## config.mk

```make
export PLATFORM = sky130hd
export DESIGN_NAME = tick_rate_detector
export DESIGN_NICKNAME = d
export VERILOG_FILES = /design/src/rtl/rate_pkg.sv /design/src/rtl/tick_edge_sync.sv /design/src/rtl/tick_rate_detector.sv
export SDC_FILE = /design/constraint.sdc
export NUM_CORES = 1
export LEC_CHECK = 0
export CAP_MARGIN = 20
export CELL_PAD_IN_SITES_DETAIL_PLACEMENT = 0
export CELL_PAD_IN_SITES_GLOBAL_PLACEMENT = 2
export CORE_AREA = 2 2 247 152
export CTS_BUF_LIST = sky130_fd_sc_hd__clkbuf_8
export DETAILED_ROUTE_END_ITERATION = 6
export DIE_AREA = 0 0 249 154
export GPL_ROUTABILITY_DRIVEN = 0
export HOLD_SLACK_MARGIN = 0.06
export PLACE_DENSITY = 0.68
export SETUP_SLACK_MARGIN = 0.05
export SLEW_MARGIN = 30
export SYNTH_ARGS = -nofsm -noshare
export SYNTH_HDL_FRONTEND = slang
export SYNTH_SLANG_ARGS = --single-unit
```

## constraint.sdc

```tcl
create_clock -name CLOCK_50 -period 4.5 [get_ports CLOCK_50]
set_input_delay 0.45 -clock CLOCK_50 [delete_from_list [all_inputs] [get_ports CLOCK_50]]
set_output_delay 0.45 -clock CLOCK_50 [all_outputs]
set_load 0.01 [all_outputs]
```

## src/rtl/rate_pkg.sv

```systemverilog
// Shared rate-select codes, nominal periods and detector state encoding.
// Used by the clock-enable rate divider and by tick_rate_detector.
// Pure declarations and helper functions; no clocked logic.
package rate_pkg;

    // Divider select codes
    localparam logic [1:0] RATE_SEL_DIV2  = 2'b00;
    localparam logic [1:0] RATE_SEL_250HZ = 2'b01;
    localparam logic [1:0] RATE_SEL_100HZ = 2'b10;
    localparam logic [1:0] RATE_SEL_1HZ   = 2'b11;

    // Nominal edge-to-edge periods produced by the divider, in CLOCK_50 cycles
    localparam logic [31:0] RATE_PERIOD_DIV2  = 32'd2;
    localparam logic [31:0] RATE_PERIOD_250HZ = 32'd200001;
    localparam logic [31:0] RATE_PERIOD_100HZ = 32'd500001;
    localparam logic [31:0] RATE_PERIOD_1HZ   = 32'd50000001;

    // Detector state
    typedef enum logic [1:0] {
        IDLE    = 2'd0,
        MEASURE = 2'd1,
        LOCKED  = 2'd2
    } rate_state_t;

    // Result of classifying one measured period
    typedef struct packed {
        logic       hit;
        logic [1:0] code;
    } rate_class_t;

    function automatic logic [31:0] abs_diff(input logic [31:0] a, input logic [31:0] b);
        return (a >= b) ? (a - b) : (b - a);
    endfunction

    // First nominal in code order 00,01,10,11 within tol wins; on no hit the
    // code field is don't-care and the caller keeps its previous code.
    function automatic rate_class_t classify(
        input logic [31:0] p,
        input logic [31:0] tol,
        input logic [31:0] n0,
        input logic [31:0] n1,
        input logic [31:0] n2,
        input logic [31:0] n3
    );
        rate_class_t r;
        r.hit  = 1'b1;
        r.code = RATE_SEL_DIV2;
        if (abs_diff(p, n0) <= tol) begin
            r.code = RATE_SEL_DIV2;
        end else if (abs_diff(p, n1) <= tol) begin
            r.code = RATE_SEL_250HZ;
        end else if (abs_diff(p, n2) <= tol) begin
            r.code = RATE_SEL_100HZ;
        end else if (abs_diff(p, n3) <= tol) begin
            r.code = RATE_SEL_1HZ;
        end else begin
            r.hit = 1'b0;
        end
        return r;
    endfunction

endpackage

```

## src/rtl/tick_edge_sync.sv

```systemverilog
// Optional 2-flop synchroniser (TICK_SYNC_EN) plus rising-edge detector for tick_in.
// Latency: rise asserts in the cycle tick_in is first sampled high (+2 cycles with TICK_SYNC_EN).
// No backpressure: the tick stream is observed, never stalled.
module tick_edge_sync
    import rate_pkg::*;
(
    input  logic CLOCK_50,
    input  logic reset,
    input  logic tick_in,
    output logic rise
);

    logic tick_q;
    logic tick_q_d;

`ifdef TICK_SYNC_EN
    logic [1:0] sync_ff;

    // Two-stage synchroniser so tick_in may come from an unrelated clock domain
    always_ff @(posedge CLOCK_50 or posedge reset) begin
        if (reset) begin
            sync_ff <= 2'b00;
        end else begin
            sync_ff <= {sync_ff[0], tick_in};
        end
    end

    assign tick_q = sync_ff[1];
`else
    assign tick_q = tick_in;
`endif

    // Delayed copy of the sampled tick for edge detection
    always_ff @(posedge CLOCK_50 or posedge reset) begin
        if (reset) begin
            tick_q_d <= 1'b0;
        end else begin
            tick_q_d <= tick_q;
        end
    end

    assign rise = tick_q & ~tick_q_d;

endmodule

```

## src/rtl/tick_rate_detector.sv

```systemverilog
// Measures tick_in edge-to-edge period, classifies it to a rate code, locks on two matches.
// Latency: period/period_valid/rate_* update one cycle after the rising edge (+2 with TICK_SYNC_EN).
// No backpressure: results are single-cycle pulses/registers; consumer must sample them.
module tick_rate_detector
    import rate_pkg::*;
#(
    parameter int unsigned TOL     = 16,
    parameter int unsigned TIMEOUT = 60000000,
    // Nominal periods default to the divider outputs; overridable for scaled-down setups
    parameter logic [31:0] NOM_00  = RATE_PERIOD_DIV2,
    parameter logic [31:0] NOM_01  = RATE_PERIOD_250HZ,
    parameter logic [31:0] NOM_10  = RATE_PERIOD_100HZ,
    parameter logic [31:0] NOM_11  = RATE_PERIOD_1HZ
) (
    input  logic        CLOCK_50,
    input  logic        reset,
    input  logic        tick_in,
    output logic [31:0] period,
    output logic        period_valid,
    output logic [1:0]  rate_code,
    output logic        rate_match,
    output logic        locked,
    output logic        timeout
);

    localparam logic [31:0] TOL_W     = 32'(TOL);
    localparam logic [31:0] TIMEOUT_W = 32'(TIMEOUT);

    logic        rise;
    logic [31:0] cnt;
    logic        cnt_at_limit;
    rate_class_t cls;
    rate_state_t state;
    logic [1:0]  cand;
    logic        cand_valid;

    tick_edge_sync u_edge (
        .CLOCK_50 (CLOCK_50),
        .reset    (reset),
        .tick_in  (tick_in),
        .rise     (rise)
    );

    // cnt holds the number of cycles since the last edge, so at an edge it is the period
    assign cnt_at_limit = (cnt >= TIMEOUT_W);
    assign cls          = classify(cnt, TOL_W, NOM_00, NOM_01, NOM_10, NOM_11);

    // Period counter: restarts at 1 on every edge, saturates at TIMEOUT
    always_ff @(posedge CLOCK_50 or posedge reset) begin
        if (reset) begin
            cnt <= '0;
        end else if (rise) begin
            cnt <= 32'd1;
        end else if (!cnt_at_limit) begin
            cnt <= cnt + 32'd1;
        end
    end

    // Lock FSM with registered result outputs; an edge always takes priority over timeout
    always_ff @(posedge CLOCK_50 or posedge reset) begin
        if (reset) begin
            state        <= IDLE;
            period       <= '0;
            period_valid <= 1'b0;
            rate_code    <= 2'b00;
            rate_match   <= 1'b0;
            locked       <= 1'b0;
            timeout      <= 1'b0;
            cand         <= 2'b00;
            cand_valid   <= 1'b0;
        end else begin
            period_valid <= 1'b0;
            timeout      <= 1'b0;

            // Any edge outside IDLE closes a full period and publishes it
            if (rise && (state != IDLE)) begin
                period       <= cnt;
                period_valid <= 1'b1;
                rate_match   <= cls.hit;
                if (cls.hit) begin
                    rate_code <= cls.code;
                end
            end

            case (state)
                IDLE: begin
                    // First edge only opens a measurement window
                    if (rise) begin
                        state <= MEASURE;
                    end
                end

                MEASURE: begin
                    if (rise) begin
                        if (cls.hit && cand_valid && (cls.code == cand)) begin
                            state  <= LOCKED;
                            locked <= 1'b1;
                        end else if (cls.hit) begin
                            cand       <= cls.code;
                            cand_valid <= 1'b1;
                        end else begin
                            cand_valid <= 1'b0;
                        end
                    end else if (cnt_at_limit) begin
                        state      <= IDLE;
                        locked     <= 1'b0;
                        cand_valid <= 1'b0;
                        timeout    <= 1'b1;
                    end
                end

                LOCKED: begin
                    if (rise) begin
                        // rate_code still holds the locked code here
                        if (!cls.hit || (cls.code != rate_code)) begin
                            state      <= MEASURE;
                            locked     <= 1'b0;
                            cand_valid <= cls.hit;
                            if (cls.hit) begin
                                cand <= cls.code;
                            end
                        end
                    end else if (cnt_at_limit) begin
                        state      <= IDLE;
                        locked     <= 1'b0;
                        cand_valid <= 1'b0;
                        timeout    <= 1'b1;
                    end
                end

                default: begin
                    state      <= IDLE;
                    locked     <= 1'b0;
                    cand_valid <= 1'b0;
                end
            endcase
        end
    end

endmodule

```

==> results of run 1 <==
registers in the layout, summed over array words and instances (netlist names):
| register | cells |
|---|---|
| timeout | 1 |
| state | 2 |
| rate_match | 1 |
| rate_code | 2 |
| cand_valid | 1 |
| cnt | 32 |
| period | 32 |
| period_valid | 1 |
| locked | 1 |
| u_edge.tick_q_d | 1 |
| cand | 2 |
critical path, stage by stage (launching register included):
cell	delay (ns)
sky130_fd_sc_hd__dfrtp_1	0.43
sky130_fd_sc_hd__buf_6	0.14
sky130_fd_sc_hd__or4_4	0.54
sky130_fd_sc_hd__nor4_4	0.18
sky130_fd_sc_hd__a31o_2	0.23
sky130_fd_sc_hd__buf_6	0.13
sky130_fd_sc_hd__a21oi_4	0.04
sky130_fd_sc_hd__or4_4	0.52
sky130_fd_sc_hd__a221o_1	0.35
sky130_fd_sc_hd__or4_1	0.41
sky130_fd_sc_hd__a2111o_1	0.39
sky130_fd_sc_hd__and4_1	0.23
sky130_fd_sc_hd__o211a_1	0.24
sky130_fd_sc_hd__nor4b_4	0.27
sky130_fd_sc_hd__mux2_2	0.37
cell type report:
cell class | instances | area (um^2) | share of cell area
Clock buffer | 9 | 123.9 | 0.009859
Timing Repair Buffer | 375 | 3032 | 0.2413
Multi-Input combinational cell | 938 | 6735 | 0.5360
Sequential cell | 76 | 1909 | 0.1520
Tap cell | 476 | 595.6 | 0.04740
Clock inverter | 7 | 73.82 | 0.005875
Inverter | 25 | 95.09 | 0.007568
through the flow:
step	std cells	total power, mW	utilization	setup TNS, ns
final	1906	3.337	0.3502	-0.1068
after global routing	1906	3.523	0.3502	-0.5662
after floorplan	1139	1.685	-	0
after global placement	1867	2.508	0.3227	-2.711
after CTS	1887	3.157	0.3339	-0.08321
after detailed placement	1867	2.511	0.3227	-2.627
cell usage in the layout, fill, tap and decap left out, types with 19 or more instances in the layout:
master,n
sky130_fd_sc_hd__a21oi_1,62
sky130_fd_sc_hd__nor3_1,43
sky130_fd_sc_hd__buf_4,319
sky130_fd_sc_hd__nand4_1,34
sky130_fd_sc_hd__inv_1,19
sky130_fd_sc_hd__nand2_1,84
sky130_fd_sc_hd__mux2_2,37
sky130_fd_sc_hd__dfrtp_1,70
sky130_fd_sc_hd__and2_1,20
sky130_fd_sc_hd__o21ai_0,69
sky130_fd_sc_hd__xnor2_1,39
sky130_fd_sc_hd__clkdlybuf4s50_1,40
sky130_fd_sc_hd__nand3_1,39
sky130_fd_sc_hd__or3_1,21
sky130_fd_sc_hd__nor2_1,97
cells by family after synthesis:
kind of cell,count (synthesis),share of synthesized area
mux,51,0.06523
buf+inv,125,0.05792
fa+ha+maj,11,0.01609
compound gates,324,0.2606
simple gates,495,0.3194
xor+xnor,57,0.05836
flops,76,0.2223
where the power goes:
| group | leakage (nW) | total (mW) | internal [mW] | switching [mW] |
|---|---|---|---|---|
| Sequential | 1.03 | 0.770 | 0.731 | 0.0395 |
| Combinational | 4.20 | 2.00 | 0.922 | 1.07 |
| Clock | 0.102 | 0.571 | 0.221 | 0.350 |
timing repair:
| action | CTS | global route |
|---|---|---|
| hold buffers | 0 | 0 |
| gates resized for setup | 37 | 94 |
| buffers inserted | 4 | 19 |
| pin swaps | 2 | 22 |
| endpoints found under the setup margin | 6 | 10 |
routing by layer:
layer,vias up,wire (um),GRT usage
met2,639,16840,0.2939
met1,5323,21930,0.3605
met4,4,669,0.04618
li1,4917,-,-
met5,-,105,0
met3,56,6505,0.09429
worst min-delay path by stage:
stage               cells after the start        from  slack [ns]               to
floorplan                               0     tick_in        0.48  u_edge.tick_q_d
global placement                        1   period[7]        0.49        period[7]
detailed placement                      1  period[30]        0.49       period[30]
CTS                                     2       reset        0.43       period[20]
global route                            2       reset        0.46       period[27]
finish                                  2       reset        0.42       period[27]
==> reports/results.md, run 1 <==
## Finish
* **share of final-layout standard cells stronger than drive strength 1** 0.3580
* **Area Growth Syn to Fin** 46.88%
* **final net count** 1,439
* **Post-Layout Inst Area** 0.01256 mm^2
* **Antenna Cells** 0
* **filler cell count in the final layout** 3,826

## Setup path
* **Worst Setup Path Type** flip-flop to flip-flop
* **Reg-to-Reg End** cand[1]
* **Req. time, crit path** 4.79 ns
* **reg-to-reg critical path startpoint** cnt[19]
* **arrival time at the worst endpoint** 4.86 ns
* **worst reg-to-reg setup slack** -0.07 ns
* **largest fanout on the critical path** 6
* **crit path to** cand[1]
* **depth of the most critical reg-to-reg path** 14
* **critical path launch point type** flip-flop
* **source of the critical timing path** cnt[19]
* **critical path capture point type** flip-flop

## Worst hold path
* **worst hold path type** primary input to asynchronous set/reset pin

## Power
* **leakage dissipation** 5.340 nW
* **Power per Cell Area** 265.6 mW/mm^2
* **largest voltage drop on the vdd net** 0.1449 mV

## Routing
* **routed wire length** 46,060 um
* **ratio of routed vias to standard cells** 5.739
* **number of DRC violations after detailed routing** 0
* **Iteration-0 DRC Markers** 1,655
* **vias post-DR** 10,940
* **number of nets with antenna violations after routing** 0
* **number of iterations in the first detailed-routing pass** 6
* **Wirelength per Cell** 24.16 um

## Place
* **dpl cell area** 0.01158 mm^2
* **detailed placement HPWL** 36,690 um
* **count of port buffers added during placement** 40
* **setup slack at placement** -0.5336 ns

## Synth
* **cell area after synthesis** 0.008554 mm^2
* **number of nets in the synthesized netlist** 1,153
* **leading cell type by number of instances after synthesis** sky130_fd_sc_hd__nor2_1
* **most numerous cell types in the synthesized netlist** sky130_fd_sc_hd__nor2_1, sky130_fd_sc_hd__nand2_1, sky130_fd_sc_hd__dfrtp_1, sky130_fd_sc_hd__o21ai_0, sky130_fd_sc_hd__clkbuf_1
* **top area cells in the synthesized netlist** sky130_fd_sc_hd__dfrtp_1, sky130_fd_sc_hd__mux2_2, sky130_fd_sc_hd__nor2_1
* **share of Yosys cell area claimed by the top area cell type** 0.2223
* **most frequently used flop master after synthesis** sky130_fd_sc_hd__dfrtp_1
* **Yosys warning count** 0
* **average footprint of a synthesized cell** 7.510 um^2
* **number of synthesized register bits** 76
* **distinct cell type count of the synthesized netlist** 89
* **number of flops mapped to enable cells by yosys** 0
* **number of standard cells after synthesis** 1,139
* **area leader, netlist** sky130_fd_sc_hd__dfrtp_1
* **fraction of the yosys area taken by sequential cells** 0.2223
* **asr flop ratio synth** 1.000

## Timing
* **final-layout worst hold slack** 0.4158 ns
* **Max-slew headroom** 0.4510
* **clk_skew** 0.01677 ns
* **unrepaired setup endpoints after global routing** yes
* **final period utilization** 1.016
* **final-report setup violation count** 3
* **FMAX** 0.2186 GHz
* **Worst Max-Slew Pin Slew** 0.8236 ns
* **slack of the critical path** -0.07420 ns
* **final hold vios** 0
* **Slew Viols, Final** 0
* **post-layout min period** 4.574 ns

## Floorplan
* **area of the placeable core** 0.03588 mm^2
* **die width** 249 um
* **Initial Util** 0.2384
* **site row count** 54
* **vertical extent of the die** 154 um
* **total die area** 0.03835 mm^2
* **I/O pin total** 41

## Outcome
* **outcome** complete, but fails checks
* **failing checks** setup timing

## Clock tree
* **maximum root-to-sink buffer count** 2
* **CTS Buf Count** 9
* **TritonCTS clock tree** done
* **library cell used as clock root buffer** sky130_fd_sc_hd__clkbuf_8
* **maximum level of the CTS H-tree** 3
* **clock input transition at the sequential cells of the worst setup and hold paths** 0.11 ns
* **Clock Latency Late Sink** 0.40 ns
* **TritonCTS Sinks** 76

## Global route
* **initial antenna violation count** 1
* **global-route wire length before repair** 67,630 um
* **sum of overflow across all layers after global routing** 0
* **vias in the first global route** 10,230
* **pin count of the biggest net entering global routing** 43
* **global-route usage over all layers** 0.2343

## Flow run
* **Max-cap violations** 0

No activity file was read; power rests on OpenSTA's default activity.
==> run 2: changes to the inputs <==
CORE_AREA = 2 2 197 122   (was 2 2 247 152)
DIE_AREA = 0 0 199 124   (was 0 0 249 154)
PLACE_DENSITY = 0.92   (was 0.68)
SLEW_MARGIN = default   (was 30)
clock period = 4.3 ns   (was 4.5 ns; I/O delays follow)
==> reports/results.md, run 2 (synthesis gave the netlist of run 1 again) <==
## Setup path
* **largest fanout on the critical path** 4
* **arrival time at the worst endpoint** 4.82 ns
* **Worst Setup Path Type** flip-flop to flip-flop
* **Req. time, crit path** 4.58 ns
* **critical path capture point type** flip-flop
* **worst reg-to-reg setup slack** -0.24 ns
* **reg-to-reg critical path startpoint** cnt[1]
* **source of the critical timing path** cnt[1]
* **critical path launch point type** flip-flop

## Clock tree
* **Clock Latency Late Sink** 0.39 ns
* **hold buffer count at CTS** 0
* **maximum root-to-sink buffer count** 2
* **CTS Buf Count** 9
* **clock input transition at the sequential cells of the worst setup and hold paths** 0.10 ns
* **TritonCTS Sinks** 76
* **maximum level of the CTS H-tree** 3
* **TritonCTS clock tree** done
* **library cell used as clock root buffer** sky130_fd_sc_hd__clkbuf_8

## Power
* **leakage dissipation** 5.450 nW
* **Power per Cell Area** 279.5 mW/mm^2
* **overall power** 3.489 mW
* **largest voltage drop on the vdd net** 0.1736 mV

## Floorplan
* **total die area** 0.02468 mm^2
* **Initial Util** 0.3759
* **site row count** 43
* **vertical extent of the die** 124 um
* **die width** 199 um
* **area of the placeable core** 0.02276 mm^2
* **I/O pin total** 41

## Global route
* **vias in the first global route** 10,630
* **pin count of the biggest net entering global routing** 42
* **global-route wire length before repair** 62,970 um
* **global-route usage over all layers** 0.3415
* **sum of overflow across all layers after global routing** 0
* **initial antenna violation count** 0

## Timing
* **clk_skew** 0.01251 ns
* **final hold vios** 0
* **post-layout min period** 4.537 ns
* **Worst Max-Slew Pin Slew** 0.9940 ns
* **final period utilization** 1.055
* **Max-slew headroom** 0.3303
* **Slew Viols, Final** 0
* **unrepaired setup endpoints after global routing** yes
* **final-report setup violation count** 6
* **final-layout worst hold slack** 0.4598 ns
* **FMAX** 0.2204 GHz
* **slack of the critical path** -0.2372 ns

## Place
* **setup slack at placement** -0.4720 ns
* **detailed placement HPWL** 33,090 um
* **count of port buffers added during placement** 40

## Routing
* **ratio of routed vias to standard cells** 6.427
* **number of nets with antenna violations after routing** 0
* **number of iterations in the first detailed-routing pass** 7
* **number of DRC violations after detailed routing** 5
* **Wirelength per Cell** 23.97 um
* **Iteration-0 DRC Markers** 1,561
* **routed wire length** 42,280 um
* **vias post-DR** 11,340

## Worst hold path
* **worst hold path type** primary input to asynchronous set/reset pin

## Flow run
* **Max-cap violations** 0

## Finish
* **commonest cells after routing, fill and taps aside** sky130_fd_sc_hd__buf_4, sky130_fd_sc_hd__nor2_1, sky130_fd_sc_hd__nand2_1
* **share of final-layout standard cells stronger than drive strength 1** 0.3651
* **final net count** 1,458
* **commonest non-fill, non-tap cell in the layout** sky130_fd_sc_hd__buf_4
* **Antenna Cells** 0
* **filler cell count in the final layout** 2,117
* **largest registers** cnt x32, period x32
* **Area Growth Syn to Fin** 45.96%

## Outcome
* **failing checks** DRC, setup timing
* **outcome** complete, but fails checks

[run 2: cell types whose count changed in the layout (fill, tap and decap cells not counted), moves of 3 or more]
cell | previous run | this run
sky130_fd_sc_hd__buf_4 | 319 | 342
sky130_fd_sc_hd__dfrtp_2 | 6 | 2
sky130_fd_sc_hd__a2111oi_1 | 1 | 4
sky130_fd_sc_hd__o21ai_1 | 3 | 6
sky130_fd_sc_hd__o21ai_0 | 69 | 64
sky130_fd_sc_hd__dfrtp_1 | 70 | 74
sky130_fd_sc_hd__buf_12 | 6 | 3
[run 2: metal layers]
metal,global-route usage,vias up,part of all wire
met4,0.08769,2,0.026
met2,0.4478,816,0.38
met1,0.4783,5451,0.42
li1,-,4947,-
met5,0,-,0.0016
met3,0.1803,121,0.17
[run 2: final timing paths]
check	cells after the start	to
setup / recovery	16	cand[0]
hold / removal	2	period[21]
setup reg to reg	16	cand[0]
hold reg to reg	1	period[18]
max in group asynchronous	3	cnt[2]
min in group CLOCK_50	1	period[18]
[run 2: layout make-up]
class,instances,area [um^2],share of cell area
clock buffers,9,123.9,0.009921
clock inverters,7,65.06,0.005211
inverters,25,95.09,0.007616
multi-input cells,938,6774,0.5425
flip-flops and latches,76,1904,0.1525
well taps,315,394.1,0.03157
repair buffers,394,3129,0.2506
[run 2: critical path: stages, from the launching register on]
cell and delay [ns]:
sky130_fd_sc_hd__dfrtp_1 0.42, sky130_fd_sc_hd__buf_6 0.13, sky130_fd_sc_hd__or4_4 0.52, sky130_fd_sc_hd__buf_6 0.15, sky130_fd_sc_hd__o211ai_1 0.29, sky130_fd_sc_hd__a31oi_1 0.21
sky130_fd_sc_hd__a211oi_1 0.62, sky130_fd_sc_hd__buf_4 0.22, sky130_fd_sc_hd__or3_1 0.10, sky130_fd_sc_hd__nand3b_1 0.07, sky130_fd_sc_hd__nand4b_1 0.19, sky130_fd_sc_hd__or4_4 0.50
sky130_fd_sc_hd__nand2_4 0.12, sky130_fd_sc_hd__mux2i_4 0.25, sky130_fd_sc_hd__o211a_1 0.24, sky130_fd_sc_hd__nor4b_4 0.07, sky130_fd_sc_hd__mux2_4 0.33
[run 2: power by group]
part           internal [mW]  leakage, nW  switching (mW)
combinational          0.987         4.31            1.12
sequential             0.765         1.04          0.0481
clock                  0.226       0.0951           0.342
[run 2: repair_timing]
item,4_1_cts,5_1_grt
pin swaps,21,25
gates resized for setup,35,83
cloned,0,0
endpoints found under the setup margin,8,11
setup buffers,11,13
[run 2: per-stage QoR]
stage | instances | util | instance area [um^2] | TNS [ns]
final | 1764 | 0.5486 | 12490 | -1.129
after global routing | 1764 | 0.5486 | 12490 | -2.100
after CTS | 1751 | 0.5280 | 12020 | -0.7508
after detailed placement | 1724 | 0.5075 | 11550 | -2.409
after global placement | 1724 | 0.5075 | 11550 | -1.805
after floorplan | 1139 | - | 8661 | -0.02409
==> run 3: changes to the inputs <==
REMOVE_ABC_BUFFERS = 1   (was default)
==> reports/results.md, run 3 (synthesis gave the netlist of run 1 again) <==
## Outcome
* **outcome** complete, but fails checks
* **failing checks** setup timing

## Worst hold path
* **worst hold path type** primary input to asynchronous set/reset pin

## Clock tree
* **Clock Latency Late Sink** 0.38 ns
* **TritonCTS Sinks** 76
* **clock input transition at the sequential cells of the worst setup and hold paths** 0.09 ns
* **CTS Buf Count** 9
* **library cell used as clock root buffer** sky130_fd_sc_hd__clkbuf_8
* **hold buffer count at CTS** 0
* **TritonCTS clock tree** done
* **maximum level of the CTS H-tree** 3
* **maximum root-to-sink buffer count** 2

## Power
* **leakage dissipation** 5.531 nW
* **share of power burned in the clock network** 0.143
* **overall power** 3.726 mW
* **Power per Cell Area** 295.9 mW/mm^2
* **share of total power in sequential cells** 0.215
* **switch share** 0.4339
* **Internal Dissipation** 2.109 mW
* **NetSw** 1.617 mW
* **largest voltage drop on the vdd net** 0.2945 mV
* **proportion of power drawn by combinational gates** 0.642

## Floorplan
* **site row count** 43
* **vertical extent of the die** 124 um
* **die width** 199 um
* **area of the placeable core** 0.02276 mm^2
* **Initial Util** 0.3759
* **I/O pin total** 41
* **total die area** 0.02468 mm^2

## Setup path
* **critical path's largest stage delay** 0.55 ns
* **slowest stage cell, crit path** sky130_fd_sc_hd__or4_4
* **Worst Setup Path Type** flip-flop to flip-flop
* **combined buffer and inverter count along the critical path** 2
* **critical path capture point type** flip-flop
* **critical path launch point type** flip-flop
* **Reg-to-Reg End** cand[1]
* **cell type with the highest occurrence count on the critical path** sky130_fd_sc_hd__or4_4
* **reg-to-reg critical path startpoint** cnt[1]
* **worst reg-to-reg setup slack** -0.33 ns
* **depth of the most critical reg-to-reg path** 15
* **largest fanout on the critical path** 4
* **cell type group with the largest total delay on the critical path** simple AND/OR/NAND/NOR gates
* **arrival time at the worst endpoint** 4.89 ns
* **list of cells traversed by the critical path** buf_6 > or4_4 > or4_4 > a211oi_4 > buf_4 > nor2_1 > or4_4 > a221oi_4 > nand4b_1 > or4_4 > nand2_4 > mux2i_4 > o211a_1 > nor4b_4 > mux2_4
* **Req. time, crit path** 4.56 ns

## Global route
* **pin count of the biggest net entering global routing** 45
* **initial antenna violation count** 2
* **vias in the first global route** 10,210
* **sum of overflow across all layers after global routing** 0
* **global-route wire length before repair** 62,780 um
* **global-route usage over all layers** 0.3394

## Timing
* **final period utilization** 1.076
* **Worst Max-Slew Pin Slew** 0.8287 ns
* **Max-slew headroom** 0.4475
* **slack of the critical path** -0.3272 ns
* **final hold vios** 0
* **post-layout min period** 4.627 ns
* **final-report setup violation count** 6
* **clk_skew** 0.01704 ns
* **unrepaired setup endpoints after global routing** yes
* **FMAX** 0.2161 GHz
* **Slew Viols, Final** 0

## Routing
* **Wirelength per Cell** 23.26 um
* **number of iterations in the first detailed-routing pass** 6
* **ratio of routed vias to standard cells** 6.281
* **vias post-DR** 11,240
* **Iteration-0 DRC Markers** 1,786
* **number of nets with antenna violations after routing** 0
* **number of DRC violations after detailed routing** 0
* **routed wire length** 41,640 um

## Finish
* **share of final-layout standard cells stronger than drive strength 1** 0.3682
* **commonest non-fill, non-tap cell in the layout** sky130_fd_sc_hd__buf_4
* **largest registers** cnt x32, period x32
* **commonest cells after routing, fill and taps aside** sky130_fd_sc_hd__buf_4, sky130_fd_sc_hd__nor2_1, sky130_fd_sc_hd__nand2_1
* **filler cell count in the final layout** 2,108
* **Area Growth Syn to Fin** 47.20%
* **final net count** 1,481

## Place
* **count of port buffers added during placement** 40
* **setup slack at placement** -0.5257 ns
* **detailed placement HPWL** 32,990 um

## Flow run
* **Max-cap violations** 0

[run 3: routing by layer]
layer	track usage	part of all wire	vias up
met3	0.1673	0.17	88
li1	-	-	5003
met1	0.4943	0.44	5332
met4	0.07043	0.020	0
met2	0.4366	0.37	820
met5	0.008230	0	-
[run 3: layout make-up]
class,instances,area [um^2],area share
clock buffer,10,137.6,0.01093
sequential,76,1903,0.1511
tap,315,394.1,0.03130
antenna,3,7.507,0.0005962
inverter,25,95.09,0.007552
timing repair buffer,417,3308,0.2627
multi-input combinational,938,6699,0.5320
clock inverter,6,47.55,0.003776
[run 3: per-stage QoR]
step,setup TNS [ns],cell area [um^2],hold WS (ns),instances,utilization
finish,-1.698,12590,0.4779,1790,0.5533
global route,-2.356,12590,0.5230,1788,0.5531
CTS,-1.155,12370,0.4935,1784,0.5436
detailed placement,-3.211,11690,0.4958,1750,0.5138
global placement,-2.576,11690,0.4886,1750,0.5138
floorplan,-2.395,8153,0.4614,1039,-
[run 3: how the worst max path moves through the flow]
stage                       start      end  slack (ns)  cells past startpoint
after floorplan            cnt[8]  cand[0]       -0.46                     12
after global placement     cnt[1]  cand[0]       -0.49                     15
after detailed placement   cnt[8]  cand[0]       -0.53                     14
after CTS                 cnt[19]  cand[0]       -0.25                     13
after global routing       cnt[2]  cand[0]       -0.43                     18
final                      cnt[1]  cand[1]       -0.33                     15
[run 3: repair_timing]
| action | 4_1_cts | 5_1_grt |
|---|---|---|
| setup endpoints to repair | 9 | 13 |
| gates resized for setup | 80 | 36 |
| buffers inserted | 18 | 3 |
| pin swaps | 24 | 15 |
[run 3: power by group through the flow]
| stage | registers (mW) | clock network [mW] | logic [mW] |
|---|---|---|---|
| floorplan | 0.858 | 0 | 0.861 |
| global placement | 0.812 | 0 | 1.98 |
| detailed placement | 0.816 | 0 | 2.00 |
| CTS | 0.799 | 0.540 | 2.20 |
| global route | 0.807 | 0.570 | 2.49 |
| finish | 0.800 | 0.532 | 2.39 |
==> edit, RTL diff (config.mk and constraints of run 3) <==
Register the output `timeout` once more, without a reset; this adds one clock of latency there. The other outputs are not delayed to match. Comments in the files are not updated.
--- a/src/rtl/tick_rate_detector.sv
+++ b/src/rtl/tick_rate_detector.sv
@@ -27,2 +27,4 @@
     localparam logic [31:0] TIMEOUT_W = 32'(TIMEOUT);
+
+    logic timeout_s0;
 
@@ -67,3 +69,3 @@
             locked       <= 1'b0;
-            timeout      <= 1'b0;
+            timeout_s0   <= 1'b0;
             cand         <= 2'b00;
@@ -72,3 +74,3 @@
             period_valid <= 1'b0;
-            timeout      <= 1'b0;
+            timeout_s0   <= 1'b0;
 
@@ -107,3 +109,3 @@
                         cand_valid <= 1'b0;
-                        timeout    <= 1'b1;
+                        timeout_s0 <= 1'b1;
                     end
@@ -126,3 +128,3 @@
                         cand_valid <= 1'b0;
-                        timeout    <= 1'b1;
+                        timeout_s0 <= 1'b1;
                     end
@@ -139,2 +141,6 @@
 
+    always_ff @(posedge CLOCK_50) begin
+        timeout <= timeout_s0;
+    end
+
 endmodule
Check against the original RTL: same outputs for any inputs over 10 cycles, from zero or initial values and one cycle with reset high; that may be too few to reach the edited logic, so the function may still have changed.
==> edit against run 3 <==
  * The flow finishes with violations (DRC, setup timing)
  * Core utilization is 0.24 points lower
  * Final area is 0.44% lower
  * Fmax is 0.91% higher
  * Die area stayed put
  * Synthesized area is 0.23% higher
  * Routed wire length is 0.47% higher
  * Worst setup slack better by 42 ps
  * Clock skew is 4.8 ps higher
  * Global-route usage hardly changed
  * Sequential cell count is 1 higher
  * Total power is 2.1% lower
  * Critical endpoint unchanged
  * Largest power group unchanged
  * Highest routed layer is now met5
==> edit: results (changes against run 3) <==
[metrics] Post-Route Skew: 21.84 ps (was 17.04 ps)
[metrics] DRC violation count after routing: 46 (was 0)
[metrics] antenna violations before repair: 1 (was 2)
[metrics] area delta synth->final: 46.21% (was 47.20%)
[metrics] largest net degree at the start of global routing: 43 (was 45)
[metrics] post-cts resize count: 64 (was 80)
[metrics] final net count: 1478 (was 1481)
[metrics] peak ir drop on the vdd network: 0.0002548 V (was 0.0002945 V)
[metrics] internal power: 2.053 mW (was 2.109 mW)
[metrics] count of distinct cell types in the synthesized netlist: 90 (was 89)
[metrics] worst min-delay path category: reg -> reg (was in -> async)
[metrics] number of H-tree levels: 3 (unchanged)
[metrics] main area contributors after synthesis: sky130_fd_sc_hd__dfrtp_1 22%, sky130_fd_sc_hd__mux2_2 5.0%, sky130_fd_sc_hd__nor2_1 4.5% (unchanged)
[metrics] flip-flop and latch power: 0.819 mW (was 0.800 mW)
[metrics] portion of total power attributed to the clock network: 0.156 (was 0.143)
[metrics] result of the run: finished with violations (unchanged)
[metrics] total length of routed met2 wires: 15.51 mm (was 15.59 mm)
[metrics] number of vias in the routed layout: 11200 (was 11240)
[metrics] topmost layer with routed signal wires: met5 (was met4)
[metrics] layout filler cell count: 2147 (was 2108)
[metrics] violations in the final reports: DRC, setup timing (was setup timing)
[metrics] fraction of met2 tracks used by global routing: 0.4421 (was 0.4366)
[metrics] fraction of met3 tracks used by global routing: 0.1847 (was 0.1673)
[metrics] final HPWL from detailed placement: 33.16 mm (was 32.99 mm)
[metrics] proportion of synthesized flip-flops having asynchronous set or reset: 0.9870 (was 1.000)
[metrics] starting DRC count in detailed routing: 1813 (was 1786)
[metrics] r2r startpoint: cnt[2]$_DFFE_PP0P_ (was cnt[1]$_DFFE_PP0P_)
[metrics] total routed wirelength: 41.84 mm (was 41.64 mm)
[metrics] sequential area share after synthesis: 0.2241 (was 0.2223)
[metrics] number of optimization iterations in the first detailed-route pass: 7 (was 6)
[metrics] worst-path cell with the longest stage delay: sky130_fd_sc_hd__or4_1 (was sky130_fd_sc_hd__or4_4)
[metrics] worst-skew pair later-pin latency: 400 ps (was 380 ps)
[metrics] Final setup violation count: 6 (unchanged)
[metrics] count of antenna diodes in the layout: 0 (was 3)
[metrics] drt wl/cell: 23.45 microns (was 23.26 microns)
[metrics] ratio of cells with drive above 1 in the final layout: 0.3710 (was 0.3682)
[metrics] WL met1: 18.12 mm (was 18.19 mm)
[metrics] top fanout value on the critical path: 7 (was 4)
[metrics] global-route wire length before repair: 62.42 mm (was 62.78 mm)
[metrics] GRT Overall Usage: 0.3392 (was 0.3394)
[metrics] crit-path leading delay family: compound AO/OA/AOI/OAI gates (was simple AND/OR/NAND/NOR gates)
[metrics] worst slew margin relative to its limit: 0.4116 (was 0.4475)
[metrics] setup TNS: -1343 ps (was -1698 ps)
[metrics] final worst-path setup slack: -285.4 ps (was -327.2 ps)
[metrics] met1 track demand over resource in global routing: 0.4757 (was 0.4943)
[metrics] Static Leakage: 5.488 nW (was 5.531 nW)
[metrics] clock transition at the registers of the reported paths: 110 ps (was 90 ps)
[metrics] post-CTS setup repair buffer count: 14 (was 18)
-- edit: cell count changes after synthesis --
cell and delta:
sky130_fd_sc_hd__dfxtp_1 +1
-- edit: through the flow --
step,setup slack (ps),hold slack (ps),cell area (sq um)
after floorplan,-464.2,324.2,8173
after global placement,-386.5,325.8,11700
after detailed placement,-352.3,331.7,11700
after CTS,-127.7,352.7,12270
after global routing,-376.5,360.5,12540
final,-285.4,350.2,12540
-- edit: logic make-up after synthesis --
group	Yosys count	share of synthesized area
AND/OR/NAND/NOR	495	0.3187
AO/OA/AOI/OAI	324	0.2600
buffers and inverters	125	0.05778
flip-flops	77	0.2241
XOR/XNOR	57	0.05822
multiplexers	51	0.06508
adder cells (fa/ha/maj)	11	0.01605
-- edit: layout make-up --
cell class / count / area share
repair buffers: 413 / 0.2608
clock buffers: 9 / 0.009880
flip-flops and latches: 77 / 0.1539
inverters: 25 / 0.007585
multi-input cells: 938 / 0.5305
well taps: 315 / 0.03144
clock inverters: 7 / 0.005888
